$ cat config.mk
export PLATFORM = sky130hd
export DESIGN_NAME = vga_sync_detect
export DESIGN_NICKNAME = d
export VERILOG_FILES = /design/src/rtl/vga_sync_detect.sv
export SDC_FILE = /design/constraint.sdc
export NUM_CORES = 1
export LEC_CHECK = 0
export BUFFER_PORTS_ARGS = -buffer_cell sky130_fd_sc_hd__buf_2
export CORE_MARGIN = 3
export CORE_UTILIZATION = 55
export DETAILED_ROUTE_END_ITERATION = 16
export PLACE_DENSITY = 0.74
export SLEW_MARGIN = 20
export SYNTH_ARGS = -nofsm -noshare
export SYNTH_HDL_FRONTEND = slang
export SYNTH_SLANG_ARGS = --single-unit
$ cat constraint.sdc
create_clock -name clock -period 4.95 [get_ports clock]
set_input_delay 0.495 -clock clock [delete_from_list [all_inputs] [get_ports clock]]
set_output_delay 0.495 -clock clock [all_outputs]
set_load 0.02 [all_outputs]
$ cat src/rtl/vga_sync_detect.sv
// ---------------------------------------------------------------------------
// vga_sync_detect
//
// Receive side of a VGA timing link. Raw active-high h_sync/v_sync pulses are
// synchronized to the pixel clock and measured: clocks per line and lines per
// frame. Once the timing has proven stable, the block locks to it and
// regenerates video_on, pixel_x and pixel_y. These are the source's own signals
// delayed by exactly four clocks.
//
// Parameters
//   CNT_W      width of every counter and measured value (saturating)
//   H_DISPLAY  active pixels per line
//   H_BACK     clocks from h_sync falling edge to first active pixel
//   V_DISPLAY  active lines per frame
//   V_BACK     h_sync falling edges from v_sync falling edge to first active line
//   LOCK_LINES consecutive equal line periods required before locking
//
// Ports
//   clock      in   pixel clock
//   reset      in   asynchronous, active-high
//   h_sync_in  in   horizontal sync, asynchronous to clock, high = pulse
//   v_sync_in  in   vertical sync, asynchronous to clock, high = pulse
//   locked     out  timing stable; gates video_on
//   lock_lost  out  one-cycle pulse when a locked timing is abandoned
//   video_on   out  regenerated active-video flag
//   pixel_x    out  column in the active area, 0 outside it
//   pixel_y    out  row in the active area, 0 outside it
//   h_total    out  last measured clocks per line
//   v_total    out  last measured lines per frame
// ---------------------------------------------------------------------------
module vga_sync_detect #(
    parameter int CNT_W      = 11,
    parameter int H_DISPLAY  = 800,
    parameter int H_BACK     = 88,
    parameter int V_DISPLAY  = 600,
    parameter int V_BACK     = 23,
    parameter int LOCK_LINES = 4
) (
    input  logic             clock,
    input  logic             reset,
    input  logic             h_sync_in,
    input  logic             v_sync_in,
    output logic             locked,
    output logic             lock_lost,
    output logic             video_on,
    output logic [CNT_W-1:0] pixel_x,
    output logic [CNT_W-1:0] pixel_y,
    output logic [CNT_W-1:0] h_total,
    output logic [CNT_W-1:0] v_total
);

    localparam int MATCH_W = $clog2(LOCK_LINES + 1);

    localparam logic [CNT_W-1:0]   CNT_MAX    = '1;
    localparam logic [CNT_W-1:0]   CNT_ONE    = CNT_W'(1);
    localparam logic [CNT_W-1:0]   X_START    = CNT_W'(H_BACK);
    localparam logic [CNT_W-1:0]   X_END      = CNT_W'(H_BACK + H_DISPLAY);
    localparam logic [CNT_W-1:0]   Y_START    = CNT_W'(V_BACK);
    localparam logic [CNT_W-1:0]   Y_END      = CNT_W'(V_BACK + V_DISPLAY);
    localparam logic [MATCH_W-1:0] MATCH_FULL = MATCH_W'(LOCK_LINES);
    localparam logic [MATCH_W-1:0] MATCH_ONE  = MATCH_W'(1);

    localparam logic [1:0] ST_SEARCH  = 2'd0;
    localparam logic [1:0] ST_MEASURE = 2'd1;
    localparam logic [1:0] ST_CONFIRM = 2'd2;
    localparam logic [1:0] ST_LOCKED  = 2'd3;

    logic               h_s1, h_s2, h_s2_d;
    logic               v_s1, v_s2, v_s2_d;
    logic               h_rise, h_fall, v_rise, v_fall;
    logic [CNT_W-1:0]   h_cnt, line_cnt, x_cnt, y_line, v_ref;
    logic [MATCH_W-1:0] h_match, h_match_next;
    logic               h_sat, line_sat;
    logic [CNT_W-1:0]   h_period, v_period;
    logic [1:0]         state, state_next;
    logic [CNT_W-1:0]   v_ref_next;
    logic               drop_lock;
    logic               in_x, in_y, video_next;

    // Two flops to resolve metastability, a third to give the previous level
    // for edge detection.
    always_ff @(posedge clock or posedge reset) begin
        if (reset) begin
            h_s1   <= 1'b0;
            h_s2   <= 1'b0;
            h_s2_d <= 1'b0;
            v_s1   <= 1'b0;
            v_s2   <= 1'b0;
            v_s2_d <= 1'b0;
        end else begin
            h_s1   <= h_sync_in;
            h_s2   <= h_s1;
            h_s2_d <= h_s2;
            v_s1   <= v_sync_in;
            v_s2   <= v_s1;
            v_s2_d <= v_s2;
        end
    end

    assign h_rise = h_s2 & ~h_s2_d;
    assign h_fall = ~h_s2 & h_s2_d;
    assign v_rise = v_s2 & ~v_s2_d;
    assign v_fall = ~v_s2 & v_s2_d;

    assign h_sat    = (h_cnt == CNT_MAX);
    assign line_sat = (line_cnt == CNT_MAX);

    // A saturated h_cnt means the line timed out; its period is pinned at the
    // maximum and never counts as a match.
    assign h_period = h_sat ? CNT_MAX : h_cnt + CNT_ONE;

    // When a line starts in the same cycle as the frame edge, that line
    // belongs to the frame that is ending.
    assign v_period = (h_rise && !line_sat) ? line_cnt + CNT_ONE : line_cnt;

    always_comb begin
        h_match_next = '0;
        if (!h_sat && (h_period == h_total)) begin
            h_match_next = (h_match == MATCH_FULL) ? h_match : h_match + MATCH_ONE;
        end
    end

    // Line/frame measurement and the position counters that video_on and
    // the pixel coordinates are derived from.
    always_ff @(posedge clock or posedge reset) begin
        if (reset) begin
            h_cnt    <= '0;
            h_total  <= '0;
            h_match  <= '0;
            line_cnt <= '0;
            v_total  <= '0;
            x_cnt    <= '0;
            y_line   <= '0;
        end else begin
            if (h_rise) begin
                h_cnt   <= '0;
                h_total <= h_period;
                h_match <= h_match_next;
            end else if (!h_sat) begin
                h_cnt <= h_cnt + CNT_ONE;
            end

            if (v_rise) begin
                line_cnt <= '0;
                v_total  <= v_period;
            end else if (h_rise && !line_sat) begin
                line_cnt <= line_cnt + CNT_ONE;
            end

            if (h_fall) begin
                x_cnt <= '0;
            end else if (x_cnt != CNT_MAX) begin
                x_cnt <= x_cnt + CNT_ONE;
            end

            if (v_fall) begin
                y_line <= '0;
            end else if (h_fall && (y_line != CNT_MAX)) begin
                y_line <= y_line + CNT_ONE;
            end
        end
    end

    // Lock state machine. The first frame edge only starts measuring (the
    // frame in progress is partial). Two equal full frames with settled line
    // periods are needed before locking. A line timeout forces a restart
    // from any state.
    always_comb begin
        state_next = state;
        v_ref_next = v_ref;
        case (state)
            ST_SEARCH: begin
                if (v_rise) state_next = ST_MEASURE;
            end
            ST_MEASURE: begin
                if (v_rise) begin
                    state_next = ST_CONFIRM;
                    v_ref_next = v_period;
                end
            end
            ST_CONFIRM: begin
                if (v_rise) begin
                    if ((v_period == v_ref) && (v_period != '0) && (h_match == MATCH_FULL)) begin
                        state_next = ST_LOCKED;
                    end else begin
                        v_ref_next = v_period;
                    end
                end
            end
            ST_LOCKED: begin
                if ((h_rise && (h_period != h_total)) ||
                    (v_rise && (v_period != v_total)) ||
                    h_sat || line_sat) begin
                    state_next = ST_SEARCH;
                end
            end
            default: state_next = ST_SEARCH;
        endcase
        if (h_sat) state_next = ST_SEARCH;
    end

    assign drop_lock = (state == ST_LOCKED) && (state_next != ST_LOCKED);

    always_ff @(posedge clock or posedge reset) begin
        if (reset) begin
            state     <= ST_SEARCH;
            v_ref     <= '0;
            locked    <= 1'b0;
            lock_lost <= 1'b0;
        end else begin
            state     <= state_next;
            v_ref     <= v_ref_next;
            locked    <= (state_next == ST_LOCKED);
            lock_lost <= drop_lock;
        end
    end

    // The output stage uses the next lock state, not the current one.
    // This makes video_on fall in the same cycle that lock_lost pulses.
    assign in_x       = (x_cnt >= X_START) && (x_cnt < X_END);
    assign in_y       = (y_line >= Y_START) && (y_line < Y_END);
    assign video_next = (state_next == ST_LOCKED) && in_x && in_y;

    always_ff @(posedge clock or posedge reset) begin
        if (reset) begin
            video_on <= 1'b0;
            pixel_x  <= '0;
            pixel_y  <= '0;
        end else begin
            video_on <= video_next;
            pixel_x  <= video_next ? x_cnt - X_START : '0;
            pixel_y  <= video_next ? y_line - Y_START : '0;
        end
    end

endmodule

==> results.ini, run 1 <==
[cells_and_area]
area_growth_pct=13.09
drive_above_1_share=0.1703
n_antenna_cell=0
utilization=0.6543
fin_nets=786
layout.cells.non_filler=930

[yosys]
synth.top_cells.by_area=dfrtp_1 (42%), nor2_1 (4.3%), xnor2_1 (4.3%), nand2_1 (4.2%), xor2_1 (3.4%)
syn_area_per_cell_um2=9.070
syn_nets=759
yosys-top-cells-count=dfrtp_1 (113), nor2_1 (78), nand2_1 (76)
synth-seq-cells=113
synthMostInstantiatedCell=dfrtp_1
yosysUniqueCellTypes=78
postSynth.topFlopCell=dfrtp_1
synth_top_area_frac=0.4174
synth_top_area_cell=dfrtp_1
yosysSeqAreaShare=0.4174
synthArstFlopShare=1.000
synth_area_um2=6775
synthCells=747
synth_warnings=0
synth_edf_count=0

[floorplanning]
die_w_um=117.0
coreArea_um2=11710
dieArea_um2=13690
start_util=0.5785
die_h_um=117.0
io_pins=51
row_count=39

[grt]
grt_usage=0.2826
grt_overflow_total=0
antenna_found_initial=1
grt_pass1_wl_mm=29.82
grt_max_degree=78
first_global_vias=5613

[critical_path]
critPathSlowestCell=or4_4
critical_path.startpoint_type=flop
cp.arrival_ns=4.67
timing.rr.end=pixel_x[2]
worst-path-buf-inv=0
timing.rr.start=line_cnt[1]
cp_max_fo=21
path_cells=ha_1, and4_1, nand3_1, a41oi_2, xnor2_1, nand4_1, or4b_1, or4_4, a21boi_0
critPathTopFamily=simple AND/OR/NAND/NOR gates
crit_path_max_incr_delay_ns=0.77
path_class=flop to flop
endpoint_kind=flop
cp_data_required_time_ns=5.29
regToRegSetupSlack_ns=0.61
reg2reg_depth=9

[cts]
cts_num_sinks=113
clockRootBuffer=clkbuf_16
post_cts_buffers=0
cts-resized-gates=0
clk_latency_ns=0.42
cts_made_buffers=17
clk_pin_slew_ns=0.06
ctsHoldBuffers=0
ctsHtreeMaxLevel=4
cts_buffer_depth=2
cts_tree=yes

[sta]
post-route-period-util=0.8760
setup_viol=0
maxSlewViolCount=0
hold_violations=0
slew_headroom=0.2741
fin_tns_setup_ns=0
fin_skew_ns=0.008078
tightest_slew_ns=1.084
hold_slack_ns=0.1809
rsz0062_at_grt=no
fmax_ghz=0.2306
period_minus_slack_ns=4.336

[placed_design]
portBuffers=50
dp_hpwl_mm=13.20
place.gp.congestion=0.9976
dpl.cell_count=898

[detailed_routing]
wl_met1_mm=8.070
route.vias.total=5820
maxUsedRoutingLayer=met5
drc=0
firstDrtPassIters=5
drtIter0Drc=523
met3_length_mm=1.092
vias_per_cell=6.258
ant_nets=0
met2WireLength_mm=8.394
wl_mm=18.03
routedWlPerCell_um=19.39

[min_path]
hold-path-cell-count=1
holdCritStartpoint=v_sync_in
worstHoldEndpoint=v_s1
hp-class=input port to flop

[pwr]
p_leak_nw=3.412
cellPowerDensity_nw_per_um2=419.0
peakVddDrop_uv=327.8

[run]
maxCapViolations=0

[run_status]
status=completed

==> worst max-delay path by stage <==
stage	start	to	cells past startpoint
3_5_place_dp	line_cnt[1]	pixel_x[2]	9
6_report	line_cnt[1]	pixel_x[2]	9
5_1_grt	line_cnt[1]	pixel_x[2]	9
4_1_cts	line_cnt[1]	pixel_x[2]	9
2_1_floorplan	reset	h_cnt[0]	1
3_3_place_gp	line_cnt[1]	pixel_x[2]	9
==> report_power, final <==
group / switching [W] / internal (W)
Sequential: 0.000190 / 0.00104
Combinational: 0.000407 / 0.000304
Clock: 0.000461 / 0.000810
==> registers in the layout (all words and copies together) (netlist names), 3 cells and up <==
signal    flops
v_total      11
pixel_y      11
h_match       3
x_cnt        11
pixel_x      11
h_total      11
line_cnt     11
y_line       11
h_cnt        11
v_ref        11
==> worst register-to-register path, cell delays in order (launching register included) <==
cell	delay, ns
dfrtp_1	0.59
ha_1	0.48
and4_1	0.30
nand3_1	0.28
a41oi_2	0.51
xnor2_1	0.21
nand4_1	0.15
or4b_1	0.73
or4_4	0.78
a21boi_0	0.23
==> cells by family (layout without fill, tap and decap cells) <==
group                      after synthesis  in the layout  share of synthesized area
muxes                                   14             14                    0.02068
AOI/OAI and AO/OA                      171            171                     0.1876
DFF                                    113            113                     0.4174
and+or+nand+nor                        304            304                     0.2294
xor gates and xnor gates                60             60                    0.07959
buffers and inverters                   77            117                    0.05060
adders and majority gates                8              8                    0.01477
==> metrics by stage <==
| stage | area, µm² | setup WS, ns | power [W] |
|---|---|---|---|
| 2_1_floorplan | 6775 | 1.468 | 0.001727 |
| 3_3_place_gp | 7046 | 0.8077 | 0.001920 |
| 3_5_place_dp | 7046 | 0.7240 | 0.001936 |
| 4_1_cts | 7662 | 0.6807 | 0.003217 |
| 5_1_grt | 7662 | 0.3569 | 0.003372 |
| 6_report | 7662 | 0.6140 | 0.003211 |
==> final cells by class <==
| type | count | area, µm² |
|---|---|---|
| Inverter | 23 | 88.84 |
| Timing Repair Buffer | 62 | 340.3 |
| Tap cell | 143 | 178.9 |
| Clock inverter | 14 | 177.7 |
| Sequential cell | 113 | 2828 |
| Clock buffer | 18 | 439.2 |
| Fill cell | 944 | 4049 |
| Multi-Input combinational cell | 557 | 3610 |
==> layer usage <==
layer | up-vias | track usage
li1 | 2729 | -
met1 | 2852 | 0.4049
met2 | 196 | 0.4297
met3 | 41 | 0.05296
met4 | 2 | 0.1055
met5 | - | 0
==> layout by cell type, fill, tap and decap left out, types with 6 or more instances in the layout <==
cell type    n
nand2b_1    12
and4_1       7
a21o_1       6
a21oi_2     17
nor2_1      78
a21oi_1     25
nor3_1      23
nor4_1       7
nand3_1     27
o21ai_0     30
o211a_1      8
o22ai_1      7
nand4_1     25
clkbuf_16   17
a31oi_1      9
buf_2       50
dfrtp_1    113
buf_4       12
nor2b_1      7
and2_1       6
xor2_1      26
xnor2_1     33
and3_1       6
o21a_1      13
ha_1         8
mux2i_1     14
inv_1       21
nand2_1     76
(Power assumes the default switching activity.)
==> run 2: changes to the inputs <==
--- a/config.mk
+++ b/config.mk
@@ -5,7 +5,7 @@
 export SDC_FILE = /design/constraint.sdc
 export NUM_CORES = 1
 export LEC_CHECK = 0
-export BUFFER_PORTS_ARGS = -buffer_cell sky130_fd_sc_hd__buf_2
+export BUFFER_PORTS_ARGS = -buffer_cell sky130_fd_sc_hd__clkbuf_2
 export CORE_MARGIN = 3
 export CORE_UTILIZATION = 55
 export DETAILED_ROUTE_END_ITERATION = 16
==> run 2 against run 1 <==
Die area unchanged. Cell count shrank 0.22%. Power up 0.34%. Worst hold slack worse by 0.0096 ns. Final area is 0.16% lower. Largest power group unchanged.
==> results.ini, run 2 (synthesis gave the netlist of run 1 again) <==
[placed_design]
portBuffers=50  ; unchanged
dp_hpwl_mm=13.05  ; -1.1%
dpl-instance-area_um2=7030  ; -0.21%
dpl.cell_count=896  ; -0.22%
place.gp.congestion=0.8933  ; -10%

[grt]
antenna_found_initial=0  ; -1
grt_pass1_wl_mm=29.30  ; -1.7%
first_global_vias=5558  ; -0.98%
grt_max_degree=69  ; -12%
grt_overflow_total=0  ; unchanged
grt_usage=0.2812  ; -0.001368

[sta]
tightest_slew_ns=0.8626  ; -0.2213 ns
fin_tns_setup_ns=0  ; unchanged
fin_skew_ns=0.01137  ; +0.003288 ns
slew_headroom=0.4238  ; +0.1497
maxSlewViolCount=0  ; unchanged
post-route-period-util=0.8838  ; +0.007842
setup_viol=0  ; unchanged
period_minus_slack_ns=4.375  ; +0.03882 ns
rsz0062_at_grt=no
fmax_ghz=0.2286  ; -0.89%
hold_violations=0  ; unchanged

[detailed_routing]
drtIter0Drc=570  ; +9.0%
route.vias.total=5818  ; -0.034%
routedWlPerCell_um=19.66  ; +1.4%
drc=0  ; unchanged
firstDrtPassIters=5  ; unchanged
wl_mm=18.24  ; +1.2%
vias_per_cell=6.269  ; +0.18%
ant_nets=0  ; unchanged

[pwr]
p_seq_frac=0.383  ; about the same
p_sw_frac=0.3315  ; +0.001697
clkPwrFrac=0.397  ; about the same
pwr-share-comb=0.221  ; about the same
p_leak_nw=3.375  ; -1.1%
peakVddDrop_uv=366.7  ; +12%
p_switching_w=0.001068  ; +0.86%
cellPowerDensity_nw_per_um2=421.1  ; +0.51%
internal_power_w=0.002154  ; about the same

[critical_path]
path_class=flop to flop
endpoint_kind=flop
cp_data_required_time_ns=5.29  ; about the same
critical_path.startpoint_type=flop
critPathSlowestCell=or4_4
cp_max_fo=21  ; unchanged
startpoint=line_cnt[1]
path_cells=ha_1, nand4_2, nor3_1, o31a_1, mux2i_1, o2111ai_1, or4b_1, buf_4, or4_4, a21boi_0
timing.rr.start=line_cnt[1]
crit_path_max_incr_delay_ns=0.69  ; -0.08 ns
cp.arrival_ns=4.71  ; +0.04 ns

[floorplanning]
start_util=0.5785  ; unchanged
coreArea_um2=11710  ; unchanged
io_pins=51  ; unchanged
row_count=39  ; unchanged
die_h_um=117.0  ; unchanged
die_w_um=117.0  ; unchanged
dieArea_um2=13690  ; unchanged

[cts]
ctsHtreeMaxLevel=4  ; unchanged
post_cts_buffers=0  ; unchanged
clk_pin_slew_ns=0.06  ; about the same
cts_made_buffers=17  ; unchanged
cts_num_sinks=113  ; unchanged
cts_buffer_depth=2  ; unchanged
clk_latency_ns=0.43  ; about the same
cts-resized-gates=0  ; unchanged
cts_tree=yes
ctsHoldBuffers=0  ; unchanged
clockRootBuffer=clkbuf_16

[cells_and_area]
layout.cells.non_filler=928  ; -0.22%
fin_nets=784  ; -0.25%
drive_above_1_share=0.1682  ; -0.002114
final_common_cell=dfrtp_1
n_antenna_cell=0  ; unchanged
final_cell_mix=dfrtp_1 (113), nor2_1 (78), nand2_1 (76)
area_growth_pct=12.91
final_area_um2=7650  ; -0.16%

[run_status]
status=completed

[min_path]
holdCritStartpoint=h_sync_in
hp-class=input port to flop

[run]
maxCapViolations=0  ; unchanged

[run 2: cell count changes in the layout (fill, tap and decap cells not counted), sizes merged]
cell	delta
buf	-52
clkinvlp	-2
clkbuf	+50
clkinv	+2
[run 2: final timing paths]
path / end / slack, ns / depth (start not counted)
worst min register to register: v_s2 / 0.35 / 0
min in group asynchronous: pixel_y[10] / 0.24 / 2
worst min-delay path: h_s1 / 0.17 / 1
max in group asynchronous: v_total[10] / 3.65 / 3
worst max register to register: pixel_x[2] / 0.58 / 10
worst max-delay path: pixel_x[2] / 0.58 / 10
[run 2: cell type report]
cell class,instances,area [µm²]
multi-input cells,557,3610
fillers,979,4061
well taps,143,178.9
clock buffers,18,439.2
flip-flops and latches,113,2828
clock inverters,14,180.2
repair buffers,60,325.3
inverters,23,88.84
[run 2: per-layer routing]
layer  track usage  vias up  part of all wire
li1              -     2745                 -
met2        0.4357      214              0.47
met1        0.3944     2839              0.46
met5             0        -                 0
met3       0.06530       20             0.062
met4       0.08869        0             0.014
[run 2: stage by stage]
| stage | power (W) | util | setup WS, ns | hold WS (ns) |
|---|---|---|---|---|
| after floorplan | 0.001727 | - | 1.468 | 0.3312 |
| after detailed placement | 0.001943 | 0.6003 | 0.6297 | 0.3490 |
| after global placement | 0.001926 | 0.6003 | 0.7554 | 0.3427 |
| final | 0.003222 | 0.6532 | 0.5752 | 0.1713 |
| after global routing | 0.003377 | 0.6532 | 0.2931 | 0.1651 |
| after CTS | 0.003229 | 0.6532 | 0.6037 | 0.1667 |
[run 2: power groups by stage]
stage | registers [W] | clock network, W | logic (W)
floorplan | 0.00118 | 0 | 0.000547
global placement | 0.00123 | 0 | 0.000695
detailed placement | 0.00124 | 0 | 0.000702
CTS | 0.00123 | 0.00129 | 0.000710
global route | 0.00125 | 0.00134 | 0.000788
finish | 0.00123 | 0.00128 | 0.000711
[run 2: worst max-delay path, delay by kind of cell, from the launching register on]
kind | cells | cell delay, ns
AND/OR/NAND/NOR | 4 | 2.07
multiplexers | 1 | 0.23
buffers and inverters | 1 | 0.20
adder cells (fa/ha/maj) | 1 | 0.49
AO/OA/AOI/OAI | 3 | 0.70
flip-flops | 1 | 0.58
